`src/rtl/tick_scheduler_if.sv`:
```
// tick_scheduler_if: control inputs and tick/level/count outputs of the tick scheduler
interface tick_scheduler_if #(
    parameter int NUM_CH = 4,
    parameter int LVL_W  = 3
);
    logic              enable;
    logic [LVL_W-1:0]  difficulty;
    logic              auto_up;
    logic [NUM_CH-1:0] ch_en;
    logic [NUM_CH-1:0] tick;
    logic [LVL_W-1:0]  level;
    logic [15:0]       tick_count;
    modport master (output enable, difficulty, auto_up, ch_en, input tick, level, tick_count);
    modport slave  (input enable, difficulty, auto_up, ch_en, output tick, level, tick_count);
endinterface

```
`src/rtl/tick_scheduler.sv`:
```
// tick_scheduler: level-dependent periodic tick generator with round-robin channel selection
module tick_scheduler #(
    parameter int NUM_CH     = 4,
    parameter int LVL_W      = 3,
    parameter int CNT_W      = 32,
    parameter int BASE_TICKS = 350_000_000,
    parameter int STEP_TICKS = 25_000_000,
    parameter int MIN_TICKS  = 150_000_000,
    parameter int ESC_TICKS  = 8
) (
    input logic clk,
    input logic rst,
    tick_scheduler_if.slave bus
);
    localparam int W     = CNT_W + LVL_W;
    localparam int RR_W  = NUM_CH > 1 ? $clog2(NUM_CH) : 1;
    localparam int ESC_W = ESC_TICKS > 1 ? $clog2(ESC_TICKS) : 1;
    localparam logic [LVL_W-1:0] LMAX   = '1;
    localparam logic [W-1:0]     BASE_W = W'(BASE_TICKS);
    localparam logic [W-1:0]     STEP_W = W'(STEP_TICKS);
    localparam logic [W-1:0]     MIN_W  = W'(MIN_TICKS);
    localparam logic [W-1:0]     SLACK  = W'(BASE_TICKS - MIN_TICKS);

    logic [CNT_W-1:0]  cnt_q, cnt_d;
    logic [NUM_CH-1:0] tick_q, tick_d;
    logic [RR_W-1:0]   rr_q, rr_d, sel;
    logic [ESC_W-1:0]  esc_q, esc_d;
    logic [LVL_W-1:0]  level_q, level_d;
    logic [15:0]       tc_q, tc_d;
    logic [W-1:0]      dec, per;
    logic              wrap, found, fire, esc_hit;
    int                j;

    always_comb begin
        dec     = W'(level_q) * STEP_W;
        per     = dec > SLACK ? MIN_W : BASE_W - dec;
        wrap    = bus.enable && W'(cnt_q) == per - 1'b1;
        found   = 1'b0;
        sel     = '0;
        j       = 0;
        // walk downward so the channel nearest rr is the last one written
        for (int k = NUM_CH - 1; k >= 0; k--) begin
            j = int'(rr_q) + k;
            j = j >= NUM_CH ? j - NUM_CH : j;
            if (bus.ch_en[j]) begin
                found = 1'b1;
                sel   = RR_W'(j);
            end
        end
        fire    = wrap && found;
        esc_hit = esc_q == ESC_W'(ESC_TICKS - 1);
        cnt_d   = (!bus.enable || wrap) ? '0 : cnt_q + 1'b1;
        tick_d  = fire ? NUM_CH'(1) << sel : '0;
        rr_d    = !bus.enable ? '0 : !fire ? rr_q : sel == RR_W'(NUM_CH - 1) ? '0 : sel + 1'b1;
        tc_d    = !bus.enable ? '0 : (fire && tc_q != 16'hFFFF) ? tc_q + 1'b1 : tc_q;
        esc_d   = !bus.enable ? '0 : !(wrap && bus.auto_up) ? esc_q : esc_hit ? '0 : esc_q + 1'b1;
        level_d = !bus.enable ? bus.difficulty :
                  !wrap ? level_q :
                  !bus.auto_up ? bus.difficulty :
                  (esc_hit && level_q != LMAX) ? level_q + 1'b1 : level_q;
    end

    always_ff @(posedge clk or posedge rst) begin
        if (rst) begin
            cnt_q   <= '0;
            tick_q  <= '0;
            rr_q    <= '0;
            esc_q   <= '0;
            level_q <= '0;
            tc_q    <= '0;
        end else begin
            cnt_q   <= cnt_d;
            tick_q  <= tick_d;
            rr_q    <= rr_d;
            esc_q   <= esc_d;
            level_q <= level_d;
            tc_q    <= tc_d;
        end
    end

    assign bus.tick       = tick_q;
    assign bus.level      = level_q;
    assign bus.tick_count = tc_q;
endmodule

```
`src/flat_wrapper.sv`:
```
// flat-port wrapper written by rule: the top's interface ports become plain ports
module tick_scheduler_flat 
#(
    parameter int NUM_CH     = 4,
    parameter int LVL_W      = 3,
    parameter int CNT_W      = 32,
    parameter int BASE_TICKS = 350_000_000,
    parameter int STEP_TICKS = 25_000_000,
    parameter int MIN_TICKS  = 150_000_000,
    parameter int ESC_TICKS  = 8
)
  (clk, rst, bus_enable, bus_difficulty, bus_auto_up, bus_ch_en, bus_tick, bus_level, bus_tick_count);
  tick_scheduler_if #(.NUM_CH(NUM_CH), .LVL_W(LVL_W)) bus_i ();
  input logic clk;
  input logic rst;
  input wire logic [$bits(bus_i.enable)-1:0] bus_enable;
  input wire logic [$bits(bus_i.difficulty)-1:0] bus_difficulty;
  input wire logic [$bits(bus_i.auto_up)-1:0] bus_auto_up;
  input wire logic [$bits(bus_i.ch_en)-1:0] bus_ch_en;
  output wire logic [$bits(bus_i.tick)-1:0] bus_tick;
  output wire logic [$bits(bus_i.level)-1:0] bus_level;
  output wire logic [$bits(bus_i.tick_count)-1:0] bus_tick_count;
  assign bus_i.enable = bus_enable;
  assign bus_i.difficulty = bus_difficulty;
  assign bus_i.auto_up = bus_auto_up;
  assign bus_i.ch_en = bus_ch_en;
  assign bus_tick = bus_i.tick;
  assign bus_level = bus_i.level;
  assign bus_tick_count = bus_i.tick_count;
  tick_scheduler #(.NUM_CH(NUM_CH), .LVL_W(LVL_W), .CNT_W(CNT_W), .BASE_TICKS(BASE_TICKS), .STEP_TICKS(STEP_TICKS), .MIN_TICKS(MIN_TICKS), .ESC_TICKS(ESC_TICKS)) u_core (.clk(clk), .rst(rst), .bus(bus_i));
endmodule
```
`config.mk`:
```
export PLATFORM = sky130hd
export DESIGN_NAME = tick_scheduler_flat
export DESIGN_NICKNAME = d
export VERILOG_FILES = /design/src/rtl/tick_scheduler_if.sv /design/src/rtl/tick_scheduler.sv /design/src/flat_wrapper.sv
export SDC_FILE = /design/constraint.sdc
export NUM_CORES = 1
export LEC_CHECK = 0
export CAP_MARGIN = 40
export CORE_MARGIN = 1
export CORE_UTILIZATION = 45
export CTS_BUF_LIST = sky130_fd_sc_hd__clkbuf_16
export CTS_CLUSTER_DIAMETER = 150
export DETAILED_ROUTE_END_ITERATION = 12
export SLEW_MARGIN = 10
export SYNTH_ARGS = -nofsm -noshare
export SYNTH_HDL_FRONTEND = slang
export SYNTH_SLANG_ARGS = --single-unit
```
`constraint.sdc`:
```
create_clock -name clk -period 8.05 [get_ports clk]
set_input_delay 1.61 -clock clk [delete_from_list [all_inputs] [get_ports clk]]
set_output_delay 1.61 -clock clk [all_outputs]
set_load 0.05 [all_outputs]
```
Word level (Yosys, flattened, before mapping):

Cells that the tools add are included.

* reduce and logical (&&, ||, !) cells: 8
* multiplexer cells: 39
* order comparisons: 9
* $add $sub $neg: 14
* multipliers: 1
* eq/ne operators: 10
* shift-type cells: 1

Operators with widths (count)
* $mux 32: 5
* $lt 32x4->1 const B: 4
* $ge 32x4->1 const B: 3
* $sub 32x4->32 const B: 3
* $eq 32x35->1: 1
* $mux 35: 1
* $sub 35x1->35 const B: 1
* $add 32x1->32 const B: 1
* $mux 16: 2
* $sub 29x28->30 const A: 1
* $gt 28x28->1 const B: 1
* $mul 3x19->22 const B: 1
* $mux 3: 7
* $add 16x1->16 const B: 1
* $ne 16x16->1 const B: 1
* $mux 2: 7
* $mux 1: 12
* $bmux 1 s2: 4
* $ne 2x1->1 const B: 4
* $add 2x2->3 const B: 2
* $add 3x1->3 const B: 2
* $logic_and 1x1->1: 5
* $mux 4: 1
* $shl 1x2->4 const A: 1
* 11 further kinds: 11

* output and inout bits: 23
* register bits: 60

Depth between registers and ports, before layout:

* depth after elaboration: 14
* gate-level depth with buffers: 29

Worst setup path before layout:

OpenSTA, ideal clock, no wires.

* path kind: reg2reg
* start point: register u_core.level_q[0] (netlist: u_core.bus.level[0])
* end point: register u_core.tc_q[0] (netlist: u_core.bus.tick_count[0])
* arrival time: 6453 ps
* cell stages (with the launch flop): 26
* path buffers: 2
* setup time: 78 ps
* setup slack: 1519 ps
* path through: dfrtp_1 > clkbuf_1 > inv_1 > ha_1 > inv_1 > ha_1 > and4_1 > a221o_1 > or3_1 > a21oi_1 > a31oi_1 > or3_1 > buf_2 > nand2_1 > ha_1 > nand3_1 > nor4b_1 > o21ai_0 > a21oi_2 > and4bb_4 > xnor2_1 > or3_4 > a31oi_4 > nand3_2 > or4_1 > a21oi_1

* longest elaborated chain between the ends: 9
* elaborated cells on any way between the ends: 10
* those cells by class: add/sub: 2; mul: 1; order compare: 1; eq/ne: 2; mux: 1; reduce/logical: 3

RTL lines
* start: declaration: RTL line tick_scheduler.sv:28 `logic [LVL_W-1:0] level_q, level_d;`
* start signal: assignment: RTL line tick_scheduler.sv:76 `level_q <= level_d;`
* $mul 3x19->22 *: RTL line tick_scheduler.sv:35 `dec = W'(level_q) * STEP_W;`
* $sub 29x28->30 / $gt 28x28->1 (equally long branches): RTL line tick_scheduler.sv:36 `per = dec > SLACK ? MIN_W : BASE_W - dec;`
* $mux 35 *: RTL line tick_scheduler.sv:36
* $sub 35x1->35 *: RTL line tick_scheduler.sv:37 `wrap = bus.enable && W'(cnt_q) == per - 1'b1;`
* $eq 32x35->1 *: RTL line tick_scheduler.sv:37
* $logic_and 1x1->1 *: RTL line tick_scheduler.sv:37
* $logic_and 1x1->1 *: RTL line tick_scheduler.sv:50 `fire = wrap && found;`
* $logic_and 1x1->1 *: RTL line tick_scheduler.sv:55 `tc_d = !bus.enable ? '0 : (fire && tc_q != 16'hFFFF) ? tc_q + 1'b1 : tc_q;`
* $ne 2x1->1 (no source line) *
* end signal: assignment: RTL line tick_scheduler.sv:77 `tc_q <= tc_d;`
* end: declaration: RTL line tick_scheduler.sv:29 `logic [15:0] tc_q, tc_d;`

Every way passes the cells marked *; elsewhere a longest branch is shown, timed or not.
A chain may end at the register's enable or synchronous reset.

Worst setup path after layout:

* start point: register u_core.level_q[0] (netlist: u_core.bus.level[0])
* end point: register u_core.tc_q[1] (netlist: u_core.bus.tick_count[1])

Same word-level chain as after synthesis.

==> impl_metrics.py <==
metrics = {
    "cells_and_area": {
        "fin_nets": 698,
        "num_antenna_cells": 0,
        "drive_gt1_frac": 0.0662,
        "area_growth_pct": 13.6,
        "fin_cells": 808,
        "postLayoutCoreUtil": 0.529,
    },
    "cts": {
        "path_clk_slew_ps": 50,
        "cts_tree": "built",
        "post_cts_resized": 0,
        "postCtsSetupBuffers": 0,
        "cts_sinks": 60,
        "cts_buffers": 9,
        "cts_root_buffer": "clkbuf_16",
        "clk_latency_ps": 330,
        "ctsLongestPathBuffers": 2,
        "cts_hold_buf": 0,
        "cts_htree_levels": 3,
    },
    "critical_path": {
        "r2r-start": "u_core.bus.level[0]",
        "endpoint_kind": "flop",
        "crit_path_start_kind": "flop",
        "required_ps": 8290,
        "arrival_ps": 7390,
        "crit_fanout": 15,
        "ff2ff_path_depth": 24,
        "r2r-end": "u_core.bus.tick_count[1]",
        "r2r_slack_ps": 900,
        "path_class": "flop to flop",
    },
    "yosys": {
        "yosysTopAreaCell": "dfrtp_1",
        "synth_adder_area_share": 0.0645,
        "ys_ff_latch": 60,
        "synth_xor_area_frac": 0.124,
        "yosysWarningCount": 0,
        "syn_inst": 636,
        "synth.area.mux_share": 0.0149,
        "yosysSeqAreaShare": 0.279,
        "synth_ff_type": "dfrtp_1",
        "synth-edff-count": 0,
        "yosys.area_share.simple": 0.263,
        "synth_compound_area_frac": 0.213,
        "synthArstFlopShare": 1.00,
        "synth_nets": 673,
        "syn_area_um2": 5390,
        "synth.avg_cell_area_um2": 8.47,
        "synth_cell_type_count": 82,
        "synth_top_family_by_area": "simple AND/OR/NAND/NOR gates",
        "synthTopCellsByArea": "dfrtp_1, xnor2_1, ha_1, xor2_1, nor2_1",
        "synth_top_area_frac": 0.279,
    },
    "worst_hold_path": {
        "hp-class": "flop to flop",
        "min_to": "u_core.cnt_q[0]",
        "min_from": "u_core.cnt_q[0]",
        "whs_path_depth": 1,
    },
    "timing": {
        "whs_ps": 490,
        "grt_setup_unrepaired": "no",
        "report.final.slew_viol_count": 0,
        "finClkSkew_ps": 9.47,
        "hold_violations": 0,
        "min_period_ps": 7150,
        "slew_headroom": 0.492,
        "finalSetupViolCount": 0,
        "min_period_over_period": 0.888,
        "fmax_mhz": 140,
        "fin_setup_tns_ps": 0,
        "tightest_slew_ps": 762,
    },
    "route": {
        "drtAntennaViolNets": 0,
        "post_drt_wl_per_cell_um": 17.3,
        "vias": 4861,
        "drc": 0,
        "viasPerCell": 6.02,
        "drt-initial-drc-count": 303,
        "dr.pass1.iters": 5,
        "wirelength_mm": 14.0,
    },
    "placed_design": {
        "hpwl_mm": 10.4,
        "io_buffers": 33,
        "gp_congestion": 0.878,
        "dp.cells": 793,
    },
    "floorplan": {
        "num_io_pins": 34,
        "fp.dieH_um": 111,
        "die-area_um2": 12400,
        "core_area_um2": 11600,
        "fp-row-count": 39,
        "start_util": 0.466,
        "chipWidth_um": 111,
    },
    "global_routing": {
        "grt-ovfl-total": 0,
        "grt_usage": 0.242,
        "first_global_vias": 4907,
        "grt_pass1_wl_mm": 24.5,
        "antenna_found_initial": 0,
        "grt_max_degree": 61,
    },
    "pwr": {
        "p_leak_nw": 2.50,
        "irDropWorstVdd_v": 0.0000928,
        "power_density_nw_per_um2": 238,
        "p_total_mw": 1.46,
    },
    "status": {
        "status": "completed",
    },
    "run": {
        "drv_cap": 0,
    },
}
[worst max path at each step]
stage / startpoint / slack (ps) / end
after global routing: u_core.bus.level[0] / 370 / u_core.bus.tick_count[1]
final: u_core.bus.level[0] / 900 / u_core.bus.tick_count[1]
after global placement: u_core.bus.level[0] / 1170 / u_core.bus.tick_count[0]
after floorplan: u_core.bus.level[0] / 1520 / u_core.bus.tick_count[0]
after detailed placement: u_core.bus.level[0] / 1020 / u_core.bus.tick_count[1]
after CTS: u_core.bus.level[0] / 980 / u_core.bus.tick_count[1]
[layout by cell type, fill, tap and decap left out, drive strengths merged, types with 8 or more instances in the layout]
| master | netlist | final |
|---|---|---|
| nor2 | 69 | 69 |
| dfrtp | 60 | 60 |
| nand3 | 40 | 40 |
| xnor2 | 39 | 39 |
| a21oi | 39 | 39 |
| nand2 | 37 | 37 |
| clkdlybuf4s50 | 0 | 33 |
| xor2 | 29 | 29 |
| o21ai | 28 | 28 |
| inv | 24 | 24 |
| ha | 23 | 23 |
| and3 | 21 | 21 |
| or3 | 20 | 20 |
| nand4 | 14 | 14 |
| and2 | 14 | 14 |
| a21o | 12 | 12 |
| nor3 | 12 | 12 |
| a31oi | 11 | 11 |
| clkbuf | 11 | 9 |
| mux2i | 8 | 8 |
[layout make-up]
| cell class | count | area [um2] |
|---|---|---|
| tap | 143 | 179 |
| sequential | 60 | 1500 |
| inverter | 24 | 90.1 |
| timing repair buffer | 40 | 380 |
| clock buffer | 9 | 225 |
| multi-input combinational | 526 | 3670 |
| fill | 1064 | 5440 |
| clock inverter | 6 | 80.1 |
[state kept, by name, summed over array words and instances (netlist names)]
| register | cells |
|---|---|
| u_core.bus.tick_count | 16 |
| u_core.cnt_q | 32 |
| u_core.esc_q | 3 |
| u_core.rr_q | 2 |
| u_core.bus.tick | 4 |
| u_core.bus.level | 3 |
[critical path: stages, from the launching register on]
cell and delay [ps]:
dfrtp_1 610, inv_1 180, ha_1 490, inv_1 210, ha_1 420, and4_1 250, a221o_1 320, or3_1 390
a21oi_1 170, a31oi_1 150, or3_1 390, buf_4 200, nand2_1 80, ha_1 240, nand3_1 130, nor4b_1 330
o21ai_0 210, a21oi_2 200, and4bb_4 300, o31ai_1 90, o21a_1 230, a2111oi_4 340, nand3_2 340, or4_1 590
a21oi_1 170
[power by group]
part	internal [mW]	switching, mW
Clock	0.266	0.132
Combinational	0.287	0.461
Sequential	0.305	0.00657
Total	0.858	0.600
[cells by family after synthesis]
| family | Yosys count |
|---|---|
| adders and majority gates | 26 |
| buffers and inverters | 50 |
| AOI/OAI and AO/OA | 156 |
| xor gates and xnor gates | 71 |
| and+or+nand+nor | 265 |
| muxes | 8 |
| DFF | 60 |
[metrics by stage]
step / setup WS (ps) / cell area, um2
final: 899 / 6120
after global placement: 1170 / 5810
after CTS: 977 / 6120
after global routing: 372 / 6120
after floorplan: 1520 / 5390
after detailed placement: 1020 / 5820
[per-layer routing]
metal / vias up / GRT usage / routed length, um
li1: 2388 / - / -
met1: 2325 / 0.319 / 6280
met2: 128 / 0.409 / 6900
met3: 20 / 0.0365 / 557
met4: 0 / 0.0784 / 243
met5: - / 0 / 0
[synth_stat cells, drive strengths merged (3+ instances only)]
master and count:
and3 21, and4 3, buf 15, and4bb 3, fa 3, a21o 12
nand4 14, o31ai 5, xnor3 3, ha 23, o21ai 28, o211a 3
o211ai 3, nor2b 6, xnor2 39, a221o 5, and2 14, dfrtp 60
xor2 29, nand2 37, inv 24, o21a 6, a31oi 11, nor4 7
nor3 12, nand3 40, mux2i 8, clkbuf 11, o31a 5, o311ai 3
a21oi 39, a211oi 7, or3 20, nand2b 7, nor2 69, nor4b 3
Note: power is estimated with default switching activity, not from simulation.
